===== config.mk =====
export PLATFORM = sky130hd
export DESIGN_NAME = uart_matrix_ctrl
export DESIGN_NICKNAME = d
export VERILOG_FILES = /design/src/rtl/uart_matrix_pkg.sv /design/src/rtl/uart_matrix_timeout.sv /design/src/rtl/uart_matrix_ctrl.sv
export SDC_FILE = /design/constraint.sdc
export NUM_CORES = 1
export LEC_CHECK = 0
export ABC_AREA = 1
export CORE_MARGIN = 8
export CORE_UTILIZATION = 45
export DETAILED_ROUTE_END_ITERATION = 10
export DONT_BUFFER_PORTS = 1
export GPL_TIMING_DRIVEN = 0
export HOLD_SLACK_MARGIN = 0.05
export SYNTH_ARGS = -nofsm -noshare
export SYNTH_HDL_FRONTEND = slang
export SYNTH_HIERARCHICAL = 1
export SYNTH_SLANG_ARGS = --single-unit

===== constraint.sdc =====
create_clock -name clk -period 5.8 [get_ports clk]
set_input_delay 1.16 -clock clk [delete_from_list [all_inputs] [get_ports clk]]
set_output_delay 1.16 -clock clk [all_outputs]
set_load 0.01 [all_outputs]

===== src/rtl/uart_matrix_pkg.sv =====
// Shared types and defaults for the UART-driven 2x2 matrix controller.
// Holds the FSM state encoding, frame/timeout defaults and the result width.
package uart_matrix_pkg;

    localparam int N_ELEM_DEF      = 4;
    localparam int TIMEOUT_CYC_DEF = 43400;
    localparam int RES_W           = 16;

    typedef enum logic [2:0] {
        ST_IDLE    = 3'd0,
        ST_LOAD    = 3'd1,
        ST_START   = 3'd2,
        ST_WAIT    = 3'd3,
        ST_READ    = 3'd4,
        ST_CAPT    = 3'd5,
        ST_SEND_HI = 3'd6,
        ST_SEND_LO = 3'd7
    } state_t;

    // Framing states accept RX bytes; every other state counts as busy.
    function automatic logic is_busy(input state_t s);
        return !((s == ST_IDLE) || (s == ST_LOAD));
    endfunction

endpackage


===== src/rtl/uart_matrix_timeout.sv =====
// Idle counter for inter-byte gaps: cleared on each byte, fires one pulse
// when LIMIT consecutive idle cycles have elapsed while enabled.
module uart_matrix_timeout #(
    parameter int LIMIT = 43400
) (
    input  logic clk,
    input  logic rst_n,
    input  logic enable,
    input  logic clear,
    output logic expire
);

    localparam int CW = $clog2(LIMIT + 1);
    localparam logic [CW-1:0] LAST = CW'(LIMIT - 1);

    logic [CW-1:0] cnt_r;

    // Idle-cycle counter; wraps to zero on expiry so the pulse is single-cycle.
    always_ff @(posedge clk or negedge rst_n) begin
        if (!rst_n) begin
            cnt_r <= '0;
        end else if (clear || !enable) begin
            cnt_r <= '0;
        end else if (cnt_r == LAST) begin
            cnt_r <= '0;
        end else begin
            cnt_r <= cnt_r + CW'(1);
        end
    end

    assign expire = enable && !clear && (cnt_r == LAST);

endmodule


===== src/rtl/uart_matrix_ctrl.sv =====
// Frames RX bytes into the operand buffer, kicks the matrix engine and
// streams the 16-bit results back out as big-endian TX byte pairs.
module uart_matrix_ctrl
    import uart_matrix_pkg::*;
#(
    parameter int N_ELEM      = N_ELEM_DEF,
    parameter int TIMEOUT_CYC = TIMEOUT_CYC_DEF
) (
    input  logic                      clk,
    input  logic                      rst_n,
    input  logic                      rx_valid,
    input  logic [7:0]                rx_data,
    output logic                      mat_wr_en,
    output logic [$clog2(N_ELEM)-1:0] mat_wr_addr,
    output logic [7:0]                mat_wr_data,
    output logic                      eng_start,
    input  logic                      eng_done,
    output logic [$clog2(N_ELEM)-1:0] res_rd_addr,
    input  logic [RES_W-1:0]          res_rd_data,
    output logic                      tx_valid,
    output logic [7:0]                tx_data,
    input  logic                      tx_ready,
    output logic                      busy,
    output logic                      err_timeout,
    output logic                      err_drop
);

    localparam int AW = $clog2(N_ELEM);
    localparam logic [AW-1:0] LAST_IDX = AW'(N_ELEM - 1);

    state_t             state_r, state_n;
    logic [AW-1:0]      elem_cnt_r, elem_cnt_n;
    logic [AW-1:0]      res_idx_r, res_idx_n;
    logic [RES_W-1:0]   result_r;
    logic               err_timeout_r, err_drop_r;
    logic               wr_en_s, tmo_en_s, tmo_clr_s, tmo_fire_s, expire_s, capt_s;
    logic [AW-1:0]      wr_addr_s;
    logic [7:0]         wr_data_s, tx_data_s;

    uart_matrix_timeout #(.LIMIT(TIMEOUT_CYC)) u_timeout (
        .clk    (clk),
        .rst_n  (rst_n),
        .enable (tmo_en_s),
        .clear  (tmo_clr_s),
        .expire (expire_s)
    );

    // Next-state, buffer-write and counter-update logic.
    always_comb begin
        state_n    = state_r;
        elem_cnt_n = elem_cnt_r;
        res_idx_n  = res_idx_r;
        wr_en_s    = 1'b0;
        wr_addr_s  = '0;
        wr_data_s  = 8'h00;
        tmo_en_s   = 1'b0;
        tmo_clr_s  = 1'b0;
        tmo_fire_s = 1'b0;
        capt_s     = 1'b0;
        case (state_r)
            ST_IDLE: begin
                if (rx_valid) begin
                    wr_en_s    = 1'b1;
                    wr_data_s  = rx_data;
                    elem_cnt_n = AW'(1);
                    tmo_clr_s  = 1'b1;
                    state_n    = ST_LOAD;
                end else begin
                    state_n    = ST_IDLE;
                end
            end
            ST_LOAD: begin
                tmo_en_s = 1'b1;
                if (rx_valid) begin
                    tmo_clr_s = 1'b1;
                    wr_en_s   = 1'b1;
                    wr_addr_s = elem_cnt_r;
                    wr_data_s = rx_data;
                    if (elem_cnt_r == LAST_IDX) begin
                        elem_cnt_n = '0;
                        state_n    = ST_START;
                    end else begin
                        elem_cnt_n = elem_cnt_r + AW'(1);
                    end
                end else if (expire_s) begin
                    // Partial frame dropped; the buffer keeps its stale contents.
                    tmo_fire_s = 1'b1;
                    elem_cnt_n = '0;
                    state_n    = ST_IDLE;
                end else begin
                    state_n    = ST_LOAD;
                end
            end
            ST_START: state_n = ST_WAIT;
            ST_WAIT: begin
                if (eng_done) begin
                    state_n = ST_READ;
                end else begin
                    state_n = ST_WAIT;
                end
            end
            ST_READ: state_n = ST_CAPT;
            ST_CAPT: begin
                capt_s  = 1'b1;
                state_n = ST_SEND_HI;
            end
            ST_SEND_HI: begin
                if (tx_ready) begin
                    state_n = ST_SEND_LO;
                end else begin
                    state_n = ST_SEND_HI;
                end
            end
            ST_SEND_LO: begin
                if (tx_ready) begin
                    if (res_idx_r == LAST_IDX) begin
                        res_idx_n = '0;
                        state_n   = ST_IDLE;
                    end else begin
                        res_idx_n = res_idx_r + AW'(1);
                        state_n   = ST_READ;
                    end
                end else begin
                    state_n = ST_SEND_LO;
                end
            end
            default: state_n = ST_IDLE;
        endcase
    end

    // TX byte selection from the captured result word.
    always_comb begin
        case (state_r)
            ST_SEND_HI: tx_data_s = result_r[RES_W-1 -: 8];
            ST_SEND_LO: tx_data_s = result_r[7:0];
            default:    tx_data_s = 8'h00;
        endcase
    end

    // State, counters, result capture and error flags.
    always_ff @(posedge clk or negedge rst_n) begin
        if (!rst_n) begin
            state_r       <= ST_IDLE;
            elem_cnt_r    <= '0;
            res_idx_r     <= '0;
            result_r      <= '0;
            err_timeout_r <= 1'b0;
            err_drop_r    <= 1'b0;
        end else begin
            state_r       <= state_n;
            elem_cnt_r    <= elem_cnt_n;
            res_idx_r     <= res_idx_n;
            err_timeout_r <= tmo_fire_s;
            err_drop_r    <= err_drop_r | (rx_valid && is_busy(state_r));
            if (capt_s) begin
                result_r <= res_rd_data;
            end else begin
                result_r <= result_r;
            end
        end
    end

    assign mat_wr_en   = wr_en_s;
    assign mat_wr_addr = wr_addr_s;
    assign mat_wr_data = wr_data_s;
    assign eng_start   = (state_r == ST_START);
    assign res_rd_addr = res_idx_r;
    assign tx_valid    = (state_r == ST_SEND_HI) || (state_r == ST_SEND_LO);
    assign tx_data     = tx_data_s;
    assign busy        = is_busy(state_r);
    assign err_timeout = err_timeout_r;
    assign err_drop    = err_drop_r;

endmodule


# --- Word-level counts from Yosys, hierarchy flattened ---
# Cells that the tools add are included.
# W data, S select, Z words.
classes:
  add_sub_neg: 3
  eq_ne: 13
  mux: 29
  bitwise: 1
  reduce_logical: 14
op_table:
  columns: ["cell", "n"]
  rows:
  - ["$mux W16", 2]
  - ["$pmux W3 S8", 1]
  - ["$add A16 B1 Y16 const B", 1]
  - ["$eq A16 B16 Y1 const B", 1]
  - ["$mux W8", 2]
  - ["$pmux W8 S2", 1]
  - ["$mux W3", 5]
  - ["$mux W2", 7]
  - ["$eq A3 B3 Y1 const B", 4]
  - ["$mux W1", 10]
  - ["$eq A3 B2 Y1 const B", 2]
  - ["$ne A3 B3 Y1 const B", 2]
  - ["$add A2 B1 Y2 const B", 2]
  - ["$eq A2 B2 Y1 const B", 2]
  - ["$pmux W2 S2", 1]
  - ["$eq A3 B1 Y1 const B", 1]
  - ["$logic_and A1 B1 Y1", 3]
  - ["$logic_not A1 Y1", 3]
  - ["$logic_not A3 Y1", 1]
  - ["$logic_or A1 B1 Y1", 3]
  - ["$reduce_and A3 Y1", 1]
  - ["$ne A2 B2 Y1 const B", 1]
  - ["$reduce_and A2 Y1", 1]
  - ["$reduce_bool A2 Y1", 1]
  - ["other kinds (2)", 2]
totals:
  ff_bits: 41
  input_bits: 29
  output_inout_bits: 26

# --- Logic depth before layout (Yosys ltp) ---
logic_depth:
  ltp_word: 9
  mapped_depth: 15

# --- Cells and area by module ---
# The synthesis kept the hierarchy.
by_module_without_submodules:
  columns: ["mod", "instances", "cells_each", "area_per_inst_um2", "seq_area_each_um2"]
  rows:
  - ["uart_matrix_ctrl", 1, 181, 1448.9, 625.6]
  - ["uart_matrix_timeout", 1, 123, 923.4, 400.4]

# --- Worst setup path after synthesis ---
# No wires, ideal clock.
synth_timing:
  path_kind: "input-to-output"
  from: "input port rx_valid"
  to: "output port mat_wr_addr[1]"
  arrival_time_ns: 1.829
  required_time_ns: 4.640
  path_slack_ns: 2.811
  path_stages: 4
  n_path_buf: 2
  path_cell_list: "buf_2 -> clkbuf_1 -> nand2_1 -> nor2_1"
synth_between:
  elab_chain_len: 2
synth_rtl:
  columns: ["item", "line_no", "text"]
  rows:
  - ["from (decl)", "uart_matrix_ctrl.sv:11", "input logic rx_valid,"]
  - ["$mux W2", "uart_matrix_ctrl.sv:74", "if (rx_valid) begin"]
  - ["$mux W2", "uart_matrix_ctrl.sv:60", "case (state_r)"]
  - ["to (decl)", "uart_matrix_ctrl.sv:14", "output logic [$clog2(N_ELEM)-1:0] mat_wr_addr,"]
# No other way between the ends.

# --- Worst setup path in the final report ---
layout_timing:
  from: "input port rx_valid"
  to: "output port mat_wr_data[4]"
layout_between:
  elab_chain_len: 2
layout_rtl:
  columns: ["item", "line_no", "text"]
  rows:
  - ["$mux W8", "uart_matrix_ctrl.sv:62, uart_matrix_ctrl.sv:74", null]
  - ["$mux W8", null, null]
  - ["to (decl)", "uart_matrix_ctrl.sv:15", "output logic [7:0] mat_wr_data,"]
# No other way between the ends.

==> flow_summary.yaml <==
run_status:
  status: "finished clean"
finish:
  nets: 343
  seq_area_um2: 1030
  syn2layout_area_growth_pct: 8.44
  n_antenna_cell: 0
  drive_above_1_share_pct: 17.0
  final_area_um2: 2570
  multi_input_area_um2: 1110
  fin_cells: 382
  fillCellCount: 517
routing:
  wl_per_cell_um: 13.5
  wl_mm: 5.16
  antenna_left: 0
  viasPerCell: 5.03
  drt-initial-drc-count: 74
  drcViolationCount: 0
  drtPass1Iterations: 4
  vias: 1922
placed_design:
  dp_slack_ns: 2.68
  place_congestion: 0.834
  port_buffers: 0
  place_area_um2: 2460
  post-place-cells: 374
  dp_hpwl_mm: 3.94
clocking:
  clkSinkCount: 41
  root_buffer: "clkbuf_8"
  tritoncts: "done"
  cts_buffer_depth: 2
  clk_pin_slew_ns: 0.09
  numCtsBuffers: 5
  clkLatencyLatePin_ns: 0.29
  cts.hold.buffers_added: 0
  cts_max_level: 2
  cts_resized: 0
  post_cts_buffers: 0
global_route:
  grt_pass1_wl_mm: 8.62
  grt_max_degree: 42
  grt_use_total_pct: 13.9
  antenna_found_initial: 0
  grt_overflow_total: 0
  grt_pass1_vias: 1903
yosys:
  yosysUniqueCellTypes: 32
  synthesis.nets: 336
  syn_area_um2: 2370
  avgSynthCellArea_um2: 7.80
  ys_ff_latch: 41
  yosys_warnings: 6
  ys_top_cells_by_area: "dfrtp_1 (43%), nand2_1 (11%), nor2_1 (7.4%)"
  synth_top_area_share_pct: 43.2
  yosys.area.top_type: "dfrtp_1"
  seq_area_frac_synth_pct: 43.2
  synthCells: 304
timing:
  max_freq_mhz: 321
  finClkSkew_ns: 0.0103
  fin_crit_ns: 3.11
  slew_viol_final: 0
  final-hold-violation-count: 0
  holdWs_ns: 0.475
  min_period_over_period_pct: 53.7
  setup_violations: 0
  fin_tns_setup_ns: 0
  relSlewSlack_pct: 64.2
  worst_slack_ns: 2.69
  worst_pin_slew_ns: 0.531
  rsz0062_at_grt: "no"
die:
  die_h_um: 88.6
  die_w_um: 88.6
  dieArea_um2: 7850
  core-area_um2: 5110
  ioPinCount: 55
  fp-row-count: 26
  initial_utilization_pct: 46.4
setup_path:
  cp.arrival_ns: 1.95
  crit_chain: "buf_2 -> clkbuf_1 -> nand2_1 -> nor2_1"
  start_kind: "input port"
  crit_required_ns: 4.64
  critical_path_class: "input port to output pin"
  cpMaxStageDelayCell: "clkbuf_1"
  end_kind: "output pin"
  cpPeakStageDelay_ns: 0.32
  ff2ff_setup_slack_ns: 3.60
  crit_path_max_fanout: 10
hold_path:
  hp-class: "register to register"
pwr:
  ir_worst_vdd_mv: 0.227
  power_density_nw_per_um2: 417
  leakagePower_nw: 1.19
run:
  drv_cap: 0
-- sequential cells by signal, summed over array words and instances, names as in the netlist --
register         flops
state_r              3
result_r            16
res_rd_addr          2
u_timeout/cnt_r     16
err_drop             1
err_timeout          1
elem_cnt_r           2
-- cell usage after synthesis --
cell type / number
inv_2: 8
nand2_8: 1
nand2_1: 71
dfrtp_1: 41
nor2_1: 47
o21ai_0: 12
o211ai_1: 1
buf_2: 2
nand2_2: 5
buf_6: 5
nand3_1: 31
nand3_2: 2
nor2_4: 2
clkbuf_1: 1
a22oi_1: 1
nor2_2: 8
a21oi_2: 8
xnor2_1: 2
o21a_1: 1
ha_1: 3
a31oi_1: 1
inv_1: 29
xor2_1: 4
nor3_4: 1
a21oi_1: 2
inv_6: 1
nor3_1: 3
o21bai_1: 2
nor2_8: 1
o21ai_1: 2
nand4_1: 5
buf_12: 1
-- area by class of cell --
cell class                 instances  area share [%]
sequential                        41            39.9
inverter                          38            5.74
tap                               70            3.40
buffer                             9            3.50
clock buffer                       5            2.68
multi-input combinational        216            43.1
clock inverter                     3            1.70
-- kinds of logic after synthesis --
| group | after synthesis | synth area share (%) |
|---|---|---|
| and+or+nand+nor | 177 | 34.8 |
| adders and majority gates | 3 | 1.58 |
| DFF | 41 | 43.2 |
| xor gates and xnor gates | 6 | 2.22 |
| buffers and inverters | 47 | 10.0 |
| AOI/OAI and AO/OA | 30 | 8.18 |
-- layout by cell type, fill, tap and decap left out --
cell        n
xor2_1      4
nand3_2     2
inv_1      29
nand4_1     5
o21ai_1     2
a31oi_1     1
buf_12      1
nor3_1      3
inv_2       8
buf_6       5
nor2_4      2
a21oi_1     2
clkinv_2    1
ha_1        3
o21a_1      1
nor2_2      8
o21ai_0    12
nor2_8      1
clkbuf_8    5
buf_2       2
nor3_4      1
inv_6       2
nand3_1    31
dfrtp_1    41
o211ai_1    1
xnor2_1     2
clkbuf_1    1
o21bai_1    2
a22oi_1     1
a21oi_2     8
bufinv_16   1
nand2_2     5
nand2_1    71
nand2_8     1
nor2_1     47
-- critical path, delay by kind of cell --
family	cells	cell delay [ns]
buf+inv	2	0.48
simple gates	2	0.32
-- per-stage QoR --
step,util (%),total power [W]
after floorplan,-,0.000768
after global placement,48.2,0.000843
after detailed placement,48.2,0.000852
after CTS,50.4,0.00109
after global routing,50.4,0.00115
final,50.4,0.00107
-- routing by layer --
layer / share of wire, % / track usage (%) / vias to the layer above
met3: 6.4 / 4.55 / 5
met4: 0.93 / 3.69 / 0
met5: 0 / 0 / -
li1: - / - / 967
met2: 45 / 21.8 / 47
met1: 48 / 17.8 / 903
-- worst paths after layout --
| check | start | end | depth (start not counted) |
|---|---|---|---|
| min reg2reg | result_r[6] | result_r[6] | 2 |
| max reg2reg | state_r[0] | state_r[0] | 15 |
| max | rx_valid | mat_wr_data[4] | 4 |
| max in group asynchronous | rst_n | u_timeout/cnt_r[3] | 0 |
| min in group asynchronous | rst_n | u_timeout/cnt_r[12] | 0 |
| min | result_r[6] | result_r[6] | 2 |
-- power breakdown --
group / total [W] / switching, W / internal, W
clock network: 0.000233 / 0.000104 / 0.000129
registers: 0.000404 / 0.0000397 / 0.000364
logic: 0.000436 / 0.000283 / 0.000153
Power figures use the tool's default switching activity.
